[config.mk]
export PLATFORM = sky130hd
export DESIGN_NAME = ram_r_arbiter
export DESIGN_NICKNAME = d
export VERILOG_FILES = /design/src/rtl/ram_r_arbiter_pkg.sv /design/src/rtl/rd_tag_fifo.sv /design/src/rtl/ram_r_arbiter.sv
export SDC_FILE = /design/constraint.sdc
export NUM_CORES = 1
export LEC_CHECK = 0
export ABC_CLOCK_PERIOD_IN_PS = 9870
export BUFFER_PORTS_ARGS = -buffer_cell sky130_fd_sc_hd__buf_2
export CORE_MARGIN = 4
export CORE_UTILIZATION = 50
export CTS_BUF_LIST = sky130_fd_sc_hd__clkbuf_8 sky130_fd_sc_hd__clkbuf_16
export CTS_CLUSTER_DIAMETER = 80
export DETAILED_ROUTE_END_ITERATION = 16
export GPL_TIMING_DRIVEN = 0
export PLACE_DENSITY = 0.87
export SETUP_SLACK_MARGIN = 0.4
export SKIP_CTS_REPAIR_TIMING = 1
export SLEW_MARGIN = 20
export SYNTH_ARGS = -nofsm -noshare
export SYNTH_HDL_FRONTEND = slang
export SYNTH_SLANG_ARGS = --single-unit
[constraint.sdc]
create_clock -name clk -period 9.87 [get_ports clk]
set_input_delay 1.4805 -clock clk [delete_from_list [all_inputs] [get_ports clk]]
set_output_delay 1.4805 -clock clk [all_outputs]
set_load 0.02 [all_outputs]
[src/rtl/ram_r_arbiter_pkg.sv]
// Shared types for the two-requester burst read arbiter: FSM states, the
// outstanding-burst tag entry and the default tag queue depth.
package ram_r_arbiter_pkg;

    localparam int TAG_DEPTH_LOG2_DEF = 2;
    localparam int TAG_DEPTH          = 1 << TAG_DEPTH_LOG2_DEF;
    // Tag burstcount field is wide enough for any BURST_WIDTH_R up to 16.
    localparam int TAG_BC_W           = 16;

    typedef enum logic {
        IDLE,
        ISSUE
    } state_e;

    typedef struct packed {
        logic                id;
        logic [TAG_BC_W-1:0] burstcount;
    } tag_t;

    // A zero-length burst still returns one beat.
    function automatic logic [TAG_BC_W-1:0] eff_beats(input logic [TAG_BC_W-1:0] bc);
        return (bc == '0) ? TAG_BC_W'(1) : bc;
    endfunction

endpackage

[src/rtl/rd_tag_fifo.sv]
// Outstanding-burst tag queue: records which requester owns each issued burst,
// in issue order, so return beats can be routed back.
module rd_tag_fifo
    import ram_r_arbiter_pkg::*;
#(
    parameter int DEPTH_LOG2 = TAG_DEPTH_LOG2_DEF
) (
    input  logic clk,
    input  logic rst,
    input  logic push,
    input  tag_t push_data,
    input  logic pop,
    output tag_t head,
    output logic full,
    output logic empty
);

    localparam int DEPTH = 1 << DEPTH_LOG2;

    tag_t                  mem_q [DEPTH];
    tag_t                  mem_d [DEPTH];
    logic [DEPTH_LOG2-1:0] wr_ptr_q, wr_ptr_d;
    logic [DEPTH_LOG2-1:0] rd_ptr_q, rd_ptr_d;
    logic [DEPTH_LOG2:0]   count_q, count_d;
    logic                  do_push, do_pop;

    assign full  = count_q[DEPTH_LOG2];
    assign empty = (count_q == '0);
    assign head  = mem_q[rd_ptr_q];

    always_comb begin
        do_push  = push && (!full || pop);
        do_pop   = pop && !empty;
        mem_d    = mem_q;
        wr_ptr_d = wr_ptr_q;
        rd_ptr_d = rd_ptr_q;
        count_d  = count_q;
        if (do_push) begin
            mem_d[wr_ptr_q] = push_data;
            wr_ptr_d        = wr_ptr_q + 1'b1;
        end
        if (do_pop) begin
            rd_ptr_d = rd_ptr_q + 1'b1;
        end
        // Simultaneous push and pop leaves occupancy unchanged.
        case ({do_push, do_pop})
            2'b10:   count_d = count_q + 1'b1;
            2'b01:   count_d = count_q - 1'b1;
            default: count_d = count_q;
        endcase
    end

    always_ff @(posedge clk or posedge rst) begin
        if (rst) begin
            wr_ptr_q <= '0;
            rd_ptr_q <= '0;
            count_q  <= '0;
            for (int i = 0; i < DEPTH; i++) begin
                mem_q[i] <= '0;
            end
        end else begin
            wr_ptr_q <= wr_ptr_d;
            rd_ptr_q <= rd_ptr_d;
            count_q  <= count_d;
            mem_q    <= mem_d;
        end
    end

endmodule

[src/rtl/ram_r_arbiter.sv]
// Two-requester round-robin arbiter onto one burst read port; return beats are
// routed back to the owner of the oldest outstanding burst.
module ram_r_arbiter
    import ram_r_arbiter_pkg::*;
#(
    parameter int ADD_WIDTH         = 32,
    parameter int DATA_WIDTH        = 32,
    parameter int BURST_WIDTH_R     = 6,
    parameter int BYTE_ENABLE_WIDTH = 4,
    parameter int TAG_DEPTH_LOG2    = TAG_DEPTH_LOG2_DEF
) (
    input  logic                         clk,
    input  logic                         rst,
    input  logic [ADD_WIDTH-1:0]         m0_address,
    input  logic                         m0_read,
    input  logic [BYTE_ENABLE_WIDTH-1:0] m0_byteenable,
    input  logic [BURST_WIDTH_R-1:0]     m0_burstcount,
    output logic                         m0_waitrequest,
    output logic                         m0_readdatavalid,
    input  logic [ADD_WIDTH-1:0]         m1_address,
    input  logic                         m1_read,
    input  logic [BYTE_ENABLE_WIDTH-1:0] m1_byteenable,
    input  logic [BURST_WIDTH_R-1:0]     m1_burstcount,
    output logic                         m1_waitrequest,
    output logic                         m1_readdatavalid,
    output logic [DATA_WIDTH-1:0]        m_readdata,
    output logic [ADD_WIDTH-1:0]         ram_r_address,
    output logic                         ram_r_read,
    output logic [BYTE_ENABLE_WIDTH-1:0] ram_r_byteenable,
    output logic [BURST_WIDTH_R-1:0]     ram_r_burstcount,
    input  logic                         ram_r_waitrequest,
    input  logic                         ram_r_readdatavalid,
    input  logic [DATA_WIDTH-1:0]        ram_r_readdata,
    output logic                         err_unexpected
);

    state_e              state_q, state_d;
    logic                grant_q, grant_d;
    logic                last_q, last_d;
    logic [TAG_BC_W-1:0] beat_cnt_q, beat_cnt_d;
    logic                err_q, err_d;

    logic                g_read;
    logic                push, pop;
    tag_t                push_data, head;
    logic                full, empty;
    logic [TAG_BC_W-1:0] cur_beats;

    rd_tag_fifo #(
        .DEPTH_LOG2 (TAG_DEPTH_LOG2)
    ) u_tags (
        .clk       (clk),
        .rst       (rst),
        .push      (push),
        .push_data (push_data),
        .pop       (pop),
        .head      (head),
        .full      (full),
        .empty     (empty)
    );

    // Command side: grant is latched on IDLE->ISSUE and held until ISSUE exits.
    always_comb begin
        state_d          = state_q;
        grant_d          = grant_q;
        last_d           = last_q;
        push             = 1'b0;
        push_data        = '0;
        ram_r_read       = 1'b0;
        ram_r_address    = '0;
        ram_r_byteenable = '0;
        ram_r_burstcount = '0;
        m0_waitrequest   = 1'b1;
        m1_waitrequest   = 1'b1;
        g_read           = grant_q ? m1_read : m0_read;
        case (state_q)
            IDLE: begin
                if ((m0_read || m1_read) && !full) begin
                    state_d = ISSUE;
                    grant_d = (m0_read && m1_read) ? ~last_q : m1_read;
                end
            end
            ISSUE: begin
                ram_r_read       = g_read;
                ram_r_address    = grant_q ? m1_address    : m0_address;
                ram_r_byteenable = grant_q ? m1_byteenable : m0_byteenable;
                ram_r_burstcount = grant_q ? m1_burstcount : m0_burstcount;
                if (grant_q) m1_waitrequest = ram_r_waitrequest;
                else         m0_waitrequest = ram_r_waitrequest;
                if (!g_read) begin
                    state_d = IDLE;
                end else if (!ram_r_waitrequest) begin
                    state_d              = IDLE;
                    push                 = 1'b1;
                    push_data.id         = grant_q;
                    push_data.burstcount = TAG_BC_W'(ram_r_burstcount);
                    last_d               = grant_q;
                end
            end
            default: state_d = IDLE;
        endcase
    end

    // Return side: beat_cnt_q == 0 means the head burst has not started yet.
    always_comb begin
        cur_beats        = (beat_cnt_q == '0) ? eff_beats(head.burstcount) : beat_cnt_q;
        beat_cnt_d       = beat_cnt_q;
        pop              = 1'b0;
        err_d            = err_q;
        m0_readdatavalid = 1'b0;
        m1_readdatavalid = 1'b0;
        if (ram_r_readdatavalid) begin
            if (empty) begin
                err_d = 1'b1;
            end else begin
                m0_readdatavalid = !head.id;
                m1_readdatavalid = head.id;
                if (cur_beats == TAG_BC_W'(1)) begin
                    pop        = 1'b1;
                    beat_cnt_d = '0;
                end else begin
                    beat_cnt_d = cur_beats - 1'b1;
                end
            end
        end
    end

    assign m_readdata     = ram_r_readdata;
    assign err_unexpected = err_q;

    always_ff @(posedge clk or posedge rst) begin
        if (rst) begin
            state_q    <= IDLE;
            grant_q    <= 1'b0;
            last_q     <= 1'b1;
            beat_cnt_q <= '0;
            err_q      <= 1'b0;
        end else begin
            state_q    <= state_d;
            grant_q    <= grant_d;
            last_q     <= last_d;
            beat_cnt_q <= beat_cnt_d;
            err_q      <= err_d;
        end
    end

endmodule

==> results_dict.tcl <==
set metrics [dict create \
    ys.flop_type "dfrtp_1" \
    drv_slew 0 \
    numCtsBuffers 5 \
    syn-instance-count 357 \
    grt_pass1_wl_um 16750 \
    grt.met1_usage_pct 24.65 \
    core_um2 7687 \
    drc 0 \
    io_pins 202 \
    synth-edff-count 0 \
    r2r-end "u_tags.count_q[2]" \
    synth_seq_cells 55 \
    die_h_um 96.91 \
    diodes 0 \
    syn_avg_cell_area_um2 11.07 \
    cts.sinks 55 \
    antenna_found_initial 0 \
    tightest_slew_ns 0.7673 \
    place_congestion 0.8721 \
    ant_nets 0 \
    ff2ff_path_depth 15 \
    cellPowerDensity_nw_per_um2 268.3 \
    design.die.area_um2 9392 \
    path_max_fanout 9 \
    cp.arrival_ns 4.52 \
    root_buffer "clkbuf_8" \
    cpPeakStageDelay_ns 0.70 \
    first_global_vias 3451 \
    startpoint_type "flop" \
    status "finished, final reports clean" \
    rsz0062_at_grt "no" \
    slew_headroom_pct 48.38 \
    cts_buffer_depth 2 \
    fin_tns_setup_ns 0 \
    cts_tree "yes" \
    htree_num_levels 2 \
    yosys_warnings 0 \
    vdd_drop_max_mv 0.1350 \
    critPathSlowestCell "nor4_1" \
    grtUsageMet3_pct 4.470 \
    ys_seq_area_share_pct 34.85 \
    syn_area_um2 3953 \
    fillCellCount 627 \
    critPathTopFamily "simple AND/OR/NAND/NOR gates" \
    holdPathEnd "beat_cnt_q[11]" \
    syn-num-nets 487 \
    syn_to_final_growth_pct 27.92 \
    first_iter_violations 166 \
    nets 664 \
    synth_cell_types 56 \
    finalWirelength_um 9968 \
    worstSetupPathType "flop to flop" \
    die_w_um 96.91 \
    top_usage_layer "met2" \
    leakagePower_nw 2.721 \
    worstPathCellList "nor4_1 > nand3_1 > nor2_1 > a221oi_1 > inv_1 > ha_1 > nand2_1 > nor2_1 > and2_1 > ha_1 > inv_1 > fa_1 > xor2_1 > nor2_1 > xor2_1" \
    synthArstFlopShare_pct 100.0 \
    holdCritPathClass "flop to flop" \
    reg2reg_slack_ns 5.60 \
    clk_pin_slew_ns 0.11 \
    core.rowCount 32 \
    drt-pass1-iter-count 4 \
    vias 3257 \
    fin_worst_skew_ns 0.01254 \
    max_freq_ghz 0.2343 \
    port_buffers 169 \
    grt_max_degree 32 \
    critPathMostFrequentCell "nor2_1" \
    final_util_pct 65.77 \
    final_layout_size_suffix_gt1_share_pct 49.91 \
    crit_path_end_kind "flop" \
    track_usage_pct 21.45 \
    overflow 0 \
    whs_path_depth 1 \
    required_ns 10.13 \
    clk_latency_ns 0.32 \
    start_util_pct 51.42 \
    via_per_inst 5.113 \
    post-dp-hpwl_um 8217 \
    gr-usage-met2_pct 40.13 \
    cp_num_buf_inv 2 \
    max-cap-violations 0 \
    wl_per_cell_um 15.65 \
    min_from "beat_cnt_q[11]" \
    min_period_ns 4.269 \
    hold_viol 0 \
    setup_viol 0 \
    period_share_pct 43.25 \
    reg2reg_from "beat_cnt_q[0]" \
]
[Yosys cell counts, types with 2 or more instances]
library cell | instances | area (um^2)
nand2_1 | 11 | 41.29
nor2_1 | 17 | 63.81
nor4_1 | 4 | 25.02
mux2_2 | 7 | 78.83
buf_4 | 32 | 240.2
nand3_1 | 2 | 10.01
mux2_4 | 28 | 420.4
a21oi_1 | 4 | 20.02
dfrtp_1 | 54 | 1351
xnor2_1 | 3 | 26.28
and2_1 | 8 | 50.05
xor2_1 | 6 | 52.55
o21ai_0 | 7 | 35.03
inv_1 | 9 | 33.78
or3_1 | 3 | 18.77
or4_1 | 3 | 22.52
nor2b_1 | 40 | 250.2
mux2i_1 | 39 | 390.4
nand2b_1 | 4 | 25.02
nor3_1 | 6 | 30.03
buf_1 | 3 | 11.26
mux4_2 | 7 | 157.7
a22o_1 | 3 | 26.28
o31ai_1 | 4 | 30.03
o21ai_1 | 4 | 20.02
ha_1 | 7 | 87.58
mux2_1 | 2 | 22.52
nand2_8 | 4 | 80.08
clkbuf_1 | 8 | 30.03
and3_1 | 2 | 12.51
[through the flow]
step | hold WS, ns | std cells | total power [W] | area, um^2 | setup slack, ns
6_report | 0.4841 | 637 | 0.001357 | 5056 | 5.601
5_1_grt | 0.5093 | 637 | 0.001457 | 5056 | 5.263
4_1_cts | 0.4935 | 637 | 0.001367 | 5056 | 5.675
3_5_place_dp | 0.4771 | 629 | 0.001226 | 4954 | 5.725
3_3_place_gp | 0.4476 | 628 | 0.001198 | 4926 | 5.742
2_1_floorplan | 0.4333 | 357 | 0.001014 | 3953 | 6.386
[power by group]
group,internal (W),switching (W)
clock network,0.0000536,0.0000828
logic,0.000382,0.000433
registers,0.000327,0.0000781
[area by class of cell]
type / instances / area, um^2 / area share (%)
tap: 102 / 127.6 / 2.524
clock inverter: 3 / 33.78 / 0.6682
sequential: 55 / 1378 / 27.25
timing repair buffer: 170 / 873.3 / 17.27
clock buffer: 5 / 68.82 / 1.361
multi-input combinational: 246 / 2220 / 43.90
inverter: 10 / 37.54 / 0.7424
buffer: 46 / 317.8 / 6.286
[metal layers]
layer	part of all wire (%)	up-vias
li1	-	1578
met1	37	1529
met2	55	137
met3	7.0	13
met4	1.5	0
met5	0	-
[worst max path at each step]
stage	startpoint	slack, ns	cells past startpoint	to
floorplan	beat_cnt_q[8]	6.39	17	u_tags.count_q[2]
global placement	beat_cnt_q[0]	5.74	15	u_tags.count_q[2]
detailed placement	beat_cnt_q[0]	5.72	15	u_tags.count_q[2]
CTS	beat_cnt_q[2]	5.67	15	u_tags.count_q[2]
global route	beat_cnt_q[2]	5.26	15	u_tags.count_q[2]
finish	beat_cnt_q[0]	5.60	15	u_tags.count_q[2]
[kinds of logic (layout without fill, tap and decap cells)]
kind of cell	Yosys count	after routing	synth area share (%)
multiplexers	83	83	27.07
XOR/XNOR	9	9	1.994
adder cells (fa/ha/maj)	8	8	2.722
buffers and inverters	56	234	8.990
flip-flops	55	55	34.85
AND/OR/NAND/NOR	110	110	17.54
AO/OA/AOI/OAI	36	36	6.838
[registers in the layout, summed over array words and instances, names as in the netlist]
register	count
err_unexpected	1
last_q	1
u_tags.rd_ptr_q	2
beat_cnt_q	16
state_q	1
grant_q	1
u_tags.wr_ptr_q	2
u_tags.mem_q	28
u_tags.count_q	3
[placed cells by master, fill, tap and decap left out, types with 5 or more instances in the layout]
cell,netlist,final
and2_1,8,8
buf_2,1,170
buf_4,32,32
clkbuf_1,8,8
clkbuf_8,0,5
dfrtp_1,54,54
ha_1,7,7
inv_1,9,8
mux2_2,7,7
mux2_4,28,28
mux2i_1,39,39
mux4_2,7,7
nand2_1,11,11
nor2_1,17,17
nor2b_1,40,40
nor3_1,6,6
o21ai_0,7,7
xor2_1,6,6
Note: power is estimated with default switching activity, not from simulation.
